### src/rtl/fontrom_pkg.sv
// Shared types and helpers for the font ROM arbiter: slot owner tags,
// host FSM states and font ROM geometry.
package fontrom_pkg;

    localparam int GLYPH_ROWS  = 16;
    localparam int FONT_ADDR_W = 12;
    localparam int FONT_DATA_W = 8;

    typedef enum logic [1:0] {
        NONE = 2'd0,
        DISP = 2'd1,
        HOST = 2'd2
    } owner_e;

    typedef enum logic [1:0] {
        IDLE = 2'd0,
        WAIT = 2'd1,
        ACK  = 2'd2
    } host_state_e;

    function automatic logic [FONT_ADDR_W-1:0] glyph_addr(input logic [7:0] ch,
                                                          input logic [3:0] row);
        return {ch, row};
    endfunction

endpackage

### src/rtl/fontrom_arb.sv
// Font ROM arbiter/sequencer: display fetches have strict priority, the host
// read port uses idle slots only. FONTROM_ARB_HIGH_BLANK_EN blanks codes 0x80-0xFF.
module fontrom_arb
    import fontrom_pkg::*;
#(
    parameter int STARVE_LIMIT = 64
) (
    input  logic                   clk,
    input  logic                   rst_n,
    input  logic                   disp_req,
    input  logic [7:0]             disp_char,
    input  logic [3:0]             disp_row,
    output logic                   disp_valid,
    output logic [FONT_DATA_W-1:0] disp_data,
    input  logic                   host_req,
    input  logic [FONT_ADDR_W-1:0] host_addr,
    output logic                   host_ack,
    output logic [FONT_DATA_W-1:0] host_data,
    output logic                   host_starved,
    output logic [FONT_ADDR_W-1:0] rom_addr,
    input  logic [FONT_DATA_W-1:0] rom_data
);

    localparam logic [7:0] LIMIT = 8'(STARVE_LIMIT);

    host_state_e            state_q, state_d;
    owner_e                 tag0_q, tag0_d, tag1_q;
    logic [FONT_ADDR_W-1:0] rom_addr_q, rom_addr_d;
    logic [7:0]             starve_q, starve_d;
    logic                   starved_q, starved_d;
    logic                   disp_valid_q, disp_valid_d;
    logic                   host_ack_q, host_ack_d;
    logic [FONT_DATA_W-1:0] disp_data_q, disp_data_d;
    logic [FONT_DATA_W-1:0] host_data_q, host_data_d;
    logic                   host_grant;
    logic                   blank0_d, blank0_q, blank1_q;

    // Slot decision and host FSM
    always_comb begin
        rom_addr_d = rom_addr_q;
        tag0_d     = NONE;
        state_d    = state_q;
        host_grant = 1'b0;
        blank0_d   = 1'b0;

        if (disp_req) begin
            rom_addr_d = glyph_addr(disp_char, disp_row);
            tag0_d     = DISP;
`ifdef FONTROM_ARB_HIGH_BLANK_EN
            blank0_d   = disp_char[7];
`endif
        end else if (state_q == IDLE && host_req) begin
            rom_addr_d = host_addr;
            tag0_d     = HOST;
            host_grant = 1'b1;
        end

        case (state_q)
            IDLE:    if (host_grant) state_d = WAIT;
            WAIT:    if (tag1_q == HOST) state_d = ACK;
            ACK:     state_d = IDLE;
            default: state_d = IDLE;
        endcase
    end

    // Starvation tracking: only counts cycles the display actually took from a waiting host
    always_comb begin
        starve_d = starve_q;
        if (!host_req || host_grant)
            starve_d = 8'd0;
        else if (state_q == IDLE && disp_req && starve_q != 8'hFF)
            starve_d = starve_q + 8'd1;
        starved_d = (starve_d >= LIMIT);
    end

    // Data return at the end of the two-stage tag pipeline
    always_comb begin
        disp_valid_d = (tag1_q == DISP);
        host_ack_d   = (tag1_q == HOST);
        disp_data_d  = disp_data_q;
        host_data_d  = host_data_q;
        if (disp_valid_d) disp_data_d = blank1_q ? '0 : rom_data;
        if (host_ack_d)   host_data_d = rom_data;
    end

    always_ff @(posedge clk or negedge rst_n) begin
        if (!rst_n) begin
            state_q      <= IDLE;
            tag0_q       <= NONE;
            tag1_q       <= NONE;
            blank0_q     <= 1'b0;
            blank1_q     <= 1'b0;
            rom_addr_q   <= '0;
            starve_q     <= 8'd0;
            starved_q    <= 1'b0;
            disp_valid_q <= 1'b0;
            host_ack_q   <= 1'b0;
            disp_data_q  <= '0;
            host_data_q  <= '0;
        end else begin
            state_q      <= state_d;
            tag0_q       <= tag0_d;
            tag1_q       <= tag0_q;
            blank0_q     <= blank0_d;
            blank1_q     <= blank0_q;
            rom_addr_q   <= rom_addr_d;
            starve_q     <= starve_d;
            starved_q    <= starved_d;
            disp_valid_q <= disp_valid_d;
            host_ack_q   <= host_ack_d;
            disp_data_q  <= disp_data_d;
            host_data_q  <= host_data_d;
        end
    end

    assign rom_addr     = rom_addr_q;
    assign disp_valid   = disp_valid_q;
    assign disp_data    = disp_data_q;
    assign host_ack     = host_ack_q;
    assign host_data    = host_data_q;
    assign host_starved = starved_q;

endmodule

### config.mk
export PLATFORM = sky130hd
export DESIGN_NAME = fontrom_arb
export DESIGN_NICKNAME = d
export VERILOG_FILES = /design/src/rtl/fontrom_pkg.sv /design/src/rtl/fontrom_arb.sv
export SDC_FILE = /design/constraint.sdc
export NUM_CORES = 1
export LEC_CHECK = 0
export CAP_MARGIN = 30
export CORE_UTILIZATION = 40
export CTS_CLUSTER_DIAMETER = 60
export DETAILED_ROUTE_END_ITERATION = 7
export PLACE_DENSITY = 0.81
export SETUP_SLACK_MARGIN = 0.2
export SYNTH_ARGS = -nofsm -noshare
export SYNTH_HDL_FRONTEND = slang
export SYNTH_SLANG_ARGS = --single-unit
### constraint.sdc
create_clock -name clk -period 1.41 [get_ports clk]
set_input_delay 0.3525 -clock clk [delete_from_list [all_inputs] [get_ports clk]]
set_output_delay 0.3525 -clock clk [all_outputs]
set_load 0.03 [all_outputs]
==> results.sh <==
export IMPL_cts_sinks=45
export IMPL_dpl_hpwl_mm=2.78
export IMPL_grt_pass1_wl_mm=7.31
export IMPL_slew_violations=0
export IMPL_p_per_area_nw_per_um2=1490
export IMPL_row_count=24
export IMPL_synth_edff_count=0
export IMPL_finalHoldViolCount=0
export IMPL_drt_wl_total_mm=4.50
export IMPL_grt_ovfl_total=0
export IMPL_final_area_um2=3000
export IMPL_grt_usage_pct=19.3
export IMPL_drtPass1Iterations=6
export IMPL_antennaDiodeCount=0
export IMPL_top_level_ports=67
export IMPL_initial_utilization_pct=42.3
export IMPL_ys_flop_type="dfrtp_1"
export IMPL_endpoint_kind="flip-flop"
export IMPL_drc=2
export IMPL_slew_headroom_pct=79.7
export IMPL_netlist_area_um2=1880
export IMPL_violations="design-rule violations"
export IMPL_critPathKind="flip-flop to flip-flop"
export IMPL_final_common_cell="dfrtp_1"
export IMPL_wl_met1_mm=1.83
export IMPL_grt_pass1_vias=1512
export IMPL_die_x_um=70.5
export IMPL_ys_ff_latch=45
export IMPL_fin_skew_ns=0.00704
export IMPL_design_core_area_um2=4440
export IMPL_netlist_top_cells_area="dfrtp_1 60%, nand2_1 7.2%, mux2i_1 6.9%"
export IMPL_cts_htree_levels=2
export IMPL_die_area_um2=4970
export IMPL_nFillCells=325
export IMPL_drive_gt1_share_pct=34.5
export IMPL_placed_cells=289
export IMPL_synthesis_yosys_warnings=0
export IMPL_root_buffer="clkbuf_8"
export IMPL_synth_cell_types=30
export IMPL_cp_required_ns=1.61
export IMPL_cts_tree="done"
export IMPL_yosysSeqAreaShare_pct=60.0
export IMPL_clkLatencyLatePin_ns=0.30
export IMPL_rsz0062_at_grt="yes"
export IMPL_outcome="complete, but fails checks"
export IMPL_wl_met3_um=235
export IMPL_critPathLaunchType="flip-flop"
export IMPL_setup_viol=0
export IMPL_crit_path_start="starve_q[1]"
export IMPL_grt_max_degree=46
export IMPL_multiInputGateArea_um2=787
export IMPL_numCtsBuffers=5
export IMPL_period_minus_slack_ns=1.38
export IMPL_synth_area_per_cell_um2=11.4
export IMPL_leakage_nw=1.40
export IMPL_dr_wl_met2_mm=2.27
export IMPL_place_area_um2=2690
export IMPL_die_y_um=70.5
export IMPL_routed_top_layer="met4"
export IMPL_finalCritPeriodShare_pct=98.2
export IMPL_cts_path_max_buffers=2
export IMPL_layout_common_cells="45 x dfrtp_1, 36 x nand2_1, 33 x clkdlybuf4s50_1, 33 x buf_6, 26 x buf_4"
export IMPL_grt_antenna_before_repair=0
export IMPL_area_growth_pct=59.9
export IMPL_avgViaCountPerCell=5.05
export IMPL_wl_per_cell_um=14.4
export IMPL_fin_cells=313
export IMPL_synth_fp_nets=202
export IMPL_hold_buffers=0
export IMPL_reg2reg_from="starve_q[1]"
export IMPL_vias=1582
export IMPL_cp_max_fo=4
export IMPL_tightestPinTransition_ns=0.303
export IMPL_fmax_ghz=0.722
export IMPL_cts_clk_slew_worst_paths_ns=0.09
export IMPL_min_path_type="primary input to async pin"
export IMPL_syn_instance_count=165
export IMPL_io_buffers=66
export IMPL_yosysTopAreaCellShare_pct=60.0
export IMPL_seqCellArea_um2=1130
export IMPL_async_flop_share_pct=100
export IMPL_ant_nets=0
export IMPL_drtIter0Drc=104
export IMPL_yosysTopAreaCell="dfrtp_1"
export IMPL_arrival_ns=1.58
export IMPL_gp_congestion=0.802
export IMPL_max_cap_violations=0
export IMPL_ir_worst_vdd_v=0.000824
export IMPL_finish_net_count=297
through the flow:
stage               utilization [%]  total power [mW]  setup TNS [ns]  hold slack, ns  setup WS, ns
global route                   67.6              4.70          -0.104          0.0305       -0.0571
finish                         67.6              4.47               0         0.00560        0.0254
global placement               60.4              3.32           -5.90           0.331        -0.347
detailed placement             60.4              3.35           -6.76           0.341        -0.405
floorplan                         -              2.59               0          0.0569        0.0559
CTS                            64.1              4.31               0          0.0144        0.0520
area by class of cell:
| class | count | area share [%] |
|---|---|---|
| Sequential cell | 45 | 37.5 |
| Timing Repair Buffer | 95 | 31.0 |
| Multi-Input combinational cell | 112 | 26.2 |
| Clock buffer | 5 | 2.29 |
| Tap cell | 52 | 2.17 |
| Clock inverter | 3 | 0.708 |
| Inverter | 1 | 0.125 |
final timing paths:
kind / endpoint / slack [ns] / depth (start not counted)
setup / recovery: starve_q[5] / 0.03 / 6
hold / removal: disp_data[1] / 0.006 / 2
setup reg to reg: starve_q[5] / 0.03 / 6
hold reg to reg: tag1_q[1] / 0.37 / 0
max in group asynchronous: starve_q[1] / 1.19 / 2
min in group clk: tag1_q[1] / 0.37 / 0
kinds of logic after synthesis:
| logic type | share of synthesized area [%] |
|---|---|
| AOI/OAI and AO/OA | 7.86 |
| xor gates and xnor gates | 2.33 |
| adders and majority gates | 0.666 |
| buffers and inverters | 1.93 |
| DFF | 60.0 |
| muxes | 11.7 |
| and+or+nand+nor | 15.5 |
what timing repair did:
item                       in CTS  in global routing
gates cloned                    0                  1
setup buffers                   4                 11
resized for setup             217                 23
pin swaps                      13                  7
setup endpoints to repair      52                 52
metal layers:
layer | track usage (%) | vias up
li1 | - | 751
met1 | 22.9 | 767
met2 | 31.4 | 49
met3 | 5.92 | 15
met4 | 10.9 | 0
met5 | 0 | -
worst max-delay path: stages, from the launching register on:
cell	delay, ns
dfrtp_1	0.40
ha_4	0.18
nand3_2	0.11
buf_6	0.15
o2111ai_2	0.22
xor2_1	0.17
nor2_1	0.05
synthesized netlist by cell type (2+ instances only):
master	instances
and4_1	2
and3_1	2
nand2b_1	3
mux2_2	8
nor3_1	2
o21ai_0	13
nand2_1	36
dfrtp_1	45
nor2_1	8
buf_2	2
and2_1	3
clkbuf_1	4
o211ai_1	2
mux2i_1	13
o2111ai_1	2
xor2_1	5
nor2b_1	2
flip-flops by register name, summed over array words and instances, names as in the netlist:
name          count
rom_addr         12
disp_data         8
host_data         8
starve_q          8
state_q           2
tag0_q            2
tag1_q            2
disp_valid        1
host_ack          1
host_starved      1
power breakdown:
part           switching (mW)  total [mW]  internal (mW)  leakage [nW]
Combinational           0.967        1.88          0.915         0.794
Clock                   0.461       0.813          0.352        0.0445
Sequential              0.208        1.77           1.57         0.561
Note: power is estimated with default switching activity, not from simulation.
==> patch 1, RTL diff (same flow settings) <==
Set the package constant `FONT_DATA_W` to 10 (it was 8).
--- a/src/rtl/fontrom_pkg.sv
+++ b/src/rtl/fontrom_pkg.sv
@@ -4,7 +4,7 @@
 
     localparam int GLYPH_ROWS  = 16;
     localparam int FONT_ADDR_W = 12;
-    localparam int FONT_DATA_W = 8;
+    localparam int FONT_DATA_W = 10;
 
     typedef enum logic [1:0] {
         NONE = 2'd0,
Interface: changed (resized disp_data, host_data and rom_data); port bits go from 67 to 73. The function was not compared with the original's and may differ.
==> patch 1 against the original RTL <==
- worst setup slack lost 0.14 ns
- sequential cell count grew 4
- area after synthesis grew 8.5%
- via count grew 12%
- count of clock-buffer cells in the layout is the same
- the run ends with negative setup slack left
- design area grew 12%
- utilization grew 2.0 points
- largest cell class unchanged
- non-clock buffer count grew 16
- final cell count grew 17%
- routed wire length grew 18%
- critical path type unchanged
- critical path depth shrank 1
- synthesized cell count grew 13%
Power is not compared: it rests on default switching activity, and its combinational part moved more than twofold at a synthesized area within 25%.
==> patch 1: results (changes against the original RTL) <==
metric;value;unit;change
status;complete, but fails checks;;
failing checks;negative setup slack;;
xor/xnor share of the synthesized area;0.430;%;-1.9 points
DP Worst Slack;-0.433;ns;-0.0281 ns
Final setup viols;5;;+5
post-synth net total;226;;+12%
worst path setup slack after routing;-0.119;ns;-0.144 ns
CP Launch Point;starve_q[0];;
FF-to-FF path depth;5;;-1
Compound-Gate Fraction of Synth Area;10.0;%;+2.1 points
largest net degree at the start of global routing;50;;+8.7%
Wirelength per Cell;14.5;um;+0.84%
Worst-Margin Slew;0.373;ns;+0.0699 ns
Ys Warns;0;;unchanged
Final Wtd Congestion;0.894;;+11%
Post-CTS Resized;228;;+5.1%
r2r endpoint;host_starved;;
vias in the first global route;1779;;+18%
Max stage delay on crit path;0.36;ns;-0.04 ns
crit-path max FO;3;;-1
post-synthesis sequential area ratio;60.2;%;+0.20 points
Antenna Cells;0;;unchanged
placed inst area;0.00298;sq mm;+11%
overall routing resource usage;19.1;%;-0.25 points
Synth Area in Adders;0.614;%;-0.052 points
Worst path slowest cell;dfrtp_1;;
setup_tns;-0.219;ns;-0.219 ns
initial detailed-routing violation count;148;;+42%
mux share of post-synthesis cell area;11.4;%;-0.31 points
global-route wire length before repair;7.85;mm;+7.4%
Post-synth top cells;dfrtp_1, nand2_1, o21ai_0, mux2i_1, mux2_2;;
ys async rst share;100;%;unchanged
delay-heaviest family, CP;compound AO/OA/AOI/OAI gates;;
Via density;4.85;;-3.9%
CTS clk-pin slew, worst paths;0.10;ns;
Distinct cells, synth;33;;+10%
WP data arrival;1.72;ns;+0.14 ns
Post-Layout Cell Count;365;;+17%
Nets;336;;+13%
Post-CTS Setup Bufs;15;;+11
drt pass-1 iters;4;;-2
hpwl dp;3.31;mm;+19%
layout cell share with drive strength beyond 1;37.2;%;+2.8 points
Clock Skews;0.00696;ns;-0.0000746 ns
I/O Buffers;72;;+9.1%
Sequential Power Share;48.4;%;
Mapped Cells;187;;+13%
-- patch 1: worst min-delay path by stage --
stage | start | to | slack, ns
5_1_grt | rst_n | disp_data[2] | 0.04
2_1_floorplan | rst_n | disp_data[0] | 0.06
3_3_place_gp | tag0_q[0] | tag1_q[0] | 0.33
6_report | rst_n | disp_data[2] | 0.02
4_1_cts | rst_n | disp_data[2] | 0.04
3_5_place_dp | tag0_q[0] | tag1_q[0] | 0.34
-- patch 1: layout make-up --
type / instances / area [sq um]
fillers: 368 / 1460
repair buffers: 111 / 1090
flip-flops and latches: 49 / 1230
well taps: 67 / 83.8
inverters: 3 / 11.3
clock inverters: 3 / 47.5
multi-input cells: 127 / 826
clock buffers: 5 / 68.8
-- patch 1: metal layers --
| layer | global-route usage [%] | vias to the layer above | wire length (um) |
|---|---|---|---|
| met1 | 22.7 | 847 | 2230 |
| met5 | 0 | - | 0 |
| met3 | 4.25 | 0 | 298 |
| met4 | 3.63 | 0 | 0 |
| li1 | - | 856 | - |
| met2 | 35.4 | 69 | 2760 |
==> patch 2, RTL diff (same settings) <==
Without the edit above. Encoding of `owner_e`: now one-hot (3 bits for 3 values).
--- a/src/rtl/fontrom_pkg.sv
+++ b/src/rtl/fontrom_pkg.sv
@@ -6,10 +6,10 @@
     localparam int FONT_ADDR_W = 12;
     localparam int FONT_DATA_W = 8;
 
-    typedef enum logic [1:0] {
-        NONE = 2'd0,
-        DISP = 2'd1,
-        HOST = 2'd2
+    typedef enum logic [2:0] {
+        NONE = 3'b001,
+        DISP = 3'b010,
+        HOST = 3'b100
     } owner_e;
 
     typedef enum logic [1:0] {
Check against the original RTL: no difference found for any inputs over 10 cycles, from zero or initial values and one cycle with rst_n low; not proved beyond that.
==> patch 2 against the original RTL <==
- the flow finishes with violations (negative setup slack)
- final cell count down 1.9%
- via count fell by 0.88%
- routed wire length is 4.8% higher
- worst setup slack lost 0.071 ns
- global-route usage decreased by 0.11 points
- die area up 3.0%
- design area is 9.5% higher
- sequential share of layout area shrank 1.6 points
- area after synthesis increased by 3.1%
- sequential cell count rose by 2
- critical path type unchanged
Power is not compared: it rests on default switching activity, and its combinational part moved more than twofold at a synthesized area within 25%.
==> patch 2: results (changes against the original RTL) <==
metric;value;unit;change
post-synth net total;187;;-7.4%
most frequent cell after synthesis;dfrtp_1;;
CTS max path bufs;2;;unchanged
Wirelength per Cell;15.3;um;+6.9%
Worst path slowest cell;dfrtp_2;;
Num CTS Buffers;5;;unchanged
ys async rst share;100;%;unchanged
Ys Warns;0;;unchanged
Final setup viols;5;;+5
worst path setup slack after routing;-0.0452;ns;-0.0705 ns
htree depth;2;;unchanged
Antenna Cells;0;;unchanged
xor/xnor share of the synthesized area;1.81;%;-0.52 points
initial detailed-routing violation count;96;;-7.7%
crit-path max FO;6;;+2
global-route wire length before repair;7.39;mm;+1.0%
mux share of post-synthesis cell area;16.0;%;+4.3 points
largest cells by area after synthesis;dfrtp_1, mux2_2, mux2i_1;;
Clock Skews;0.00646;ns;-0.000577 ns
Synth Area in Adders;0.646;%;-0.020 points
hpwl dp;2.64;mm;-4.9%
Nets;291;;-2.0%
post-synthesis sequential area ratio;60.9;%;+0.89 points
WP data arrival;1.68;ns;+0.10 ns
initial antenna violation count;0;;unchanged
Post-synth top cells;dfrtp_1, mux2_2, nand2_1, o21ai_0, mux2i_1;;
overall routing resource usage;19.2;%;-0.11 points
largest net degree at the start of global routing;48;;+4.3%
status;complete, but fails checks;;
failing checks;negative setup slack;;
I/O Buffers;66;;unchanged
placed inst area;0.00274;sq mm;+2.0%
Final Wtd Congestion;0.802;;about the same
clock latency on the worst-skew pair;0.31;ns;
Compound-Gate Fraction of Synth Area;8.46;%;+0.60 points
routed via count;1568;;-0.88%
static leakage;1.54;nW;
layout cell share with drive strength beyond 1;44.7;%;+10 points
DP Worst Slack;-0.578;ns;-0.173 ns
Worst-Margin Slew;0.476;ns;+0.173 ns
Max stage delay on crit path;0.45;ns;+0.05 ns
Distinct cells, synth;31;;+3.3%
drt pass-1 iters;6;;unchanged
==> patch 2: timing repair <==
action	in CTS	in global routing
resized for setup	248	23
cloned	1	3
setup endpoints to repair	69	68
buffers inserted	9	12
pin swaps	21	16
==> patch 2: final timing paths <==
path	startpoint	to	slack, ns	depth (start not counted)
min in group clk	tag0_q[1]	tag1_q[1]	0.35	0
max	state_q[1]	starve_q[2]	-0.05	6
min reg2reg	tag0_q[1]	tag1_q[1]	0.35	0
max in group asynchronous	rst_n	tag0_q[0]	1.11	2
max reg2reg	state_q[1]	starve_q[2]	-0.05	6
min	rst_n	disp_valid	0.005	2
==> patch 2: worst max-delay path, delay by kind of cell (launching register included) <==
kind,cells,cell delay (ns)
buffers and inverters,2,0.27
XOR/XNOR,1,0.17
AO/OA/AOI/OAI,1,0.09
AND/OR/NAND/NOR,2,0.40
flip-flops,1,0.45
==> patch 2: logic make-up after synthesis <==
group	after synthesis
flip-flops	47
adder cells (fa/ha/maj)	1
buffers and inverters	7
XOR/XNOR	4
AO/OA/AOI/OAI	25
AND/OR/NAND/NOR	37
multiplexers	29
==> patch 2: stage by stage <==
stage,hold WS (ns),setup TNS (ns),cells
floorplan,0.0569,0,150
global placement,0.332,-9.88,274
detailed placement,0.337,-10.58,274
CTS,0.0258,-0.0110,292
global route,0.0276,-0.423,307
finish,0.00504,-0.0949,307
==> patch 2: layout make-up <==
type / instances / area, sq um
repair buffers: 101 / 1020
clock inverters: 1 / 5.00
fillers: 299 / 1210
well taps: 52 / 65.1
inverters: 1 / 3.75
clock buffers: 7 / 76.3
multi-input cells: 98 / 935
flip-flops and latches: 47 / 1180
==> patch 2: power breakdown <==
part | internal [mW] | switching [mW]
clock network | 0.348 | 0.439
registers | 1.43 | 0.0599
logic | 0.361 | 0.308
total | 2.14 | 0.807
==> patch 2: per-layer routing <==
layer	up-vias	track usage [%]	part of all wire, %
li1	741	-	-
met1	751	23.5	39
met2	64	30.7	52
met3	12	6.33	6.6
met4	0	9.59	2.5
met5	-	0	0
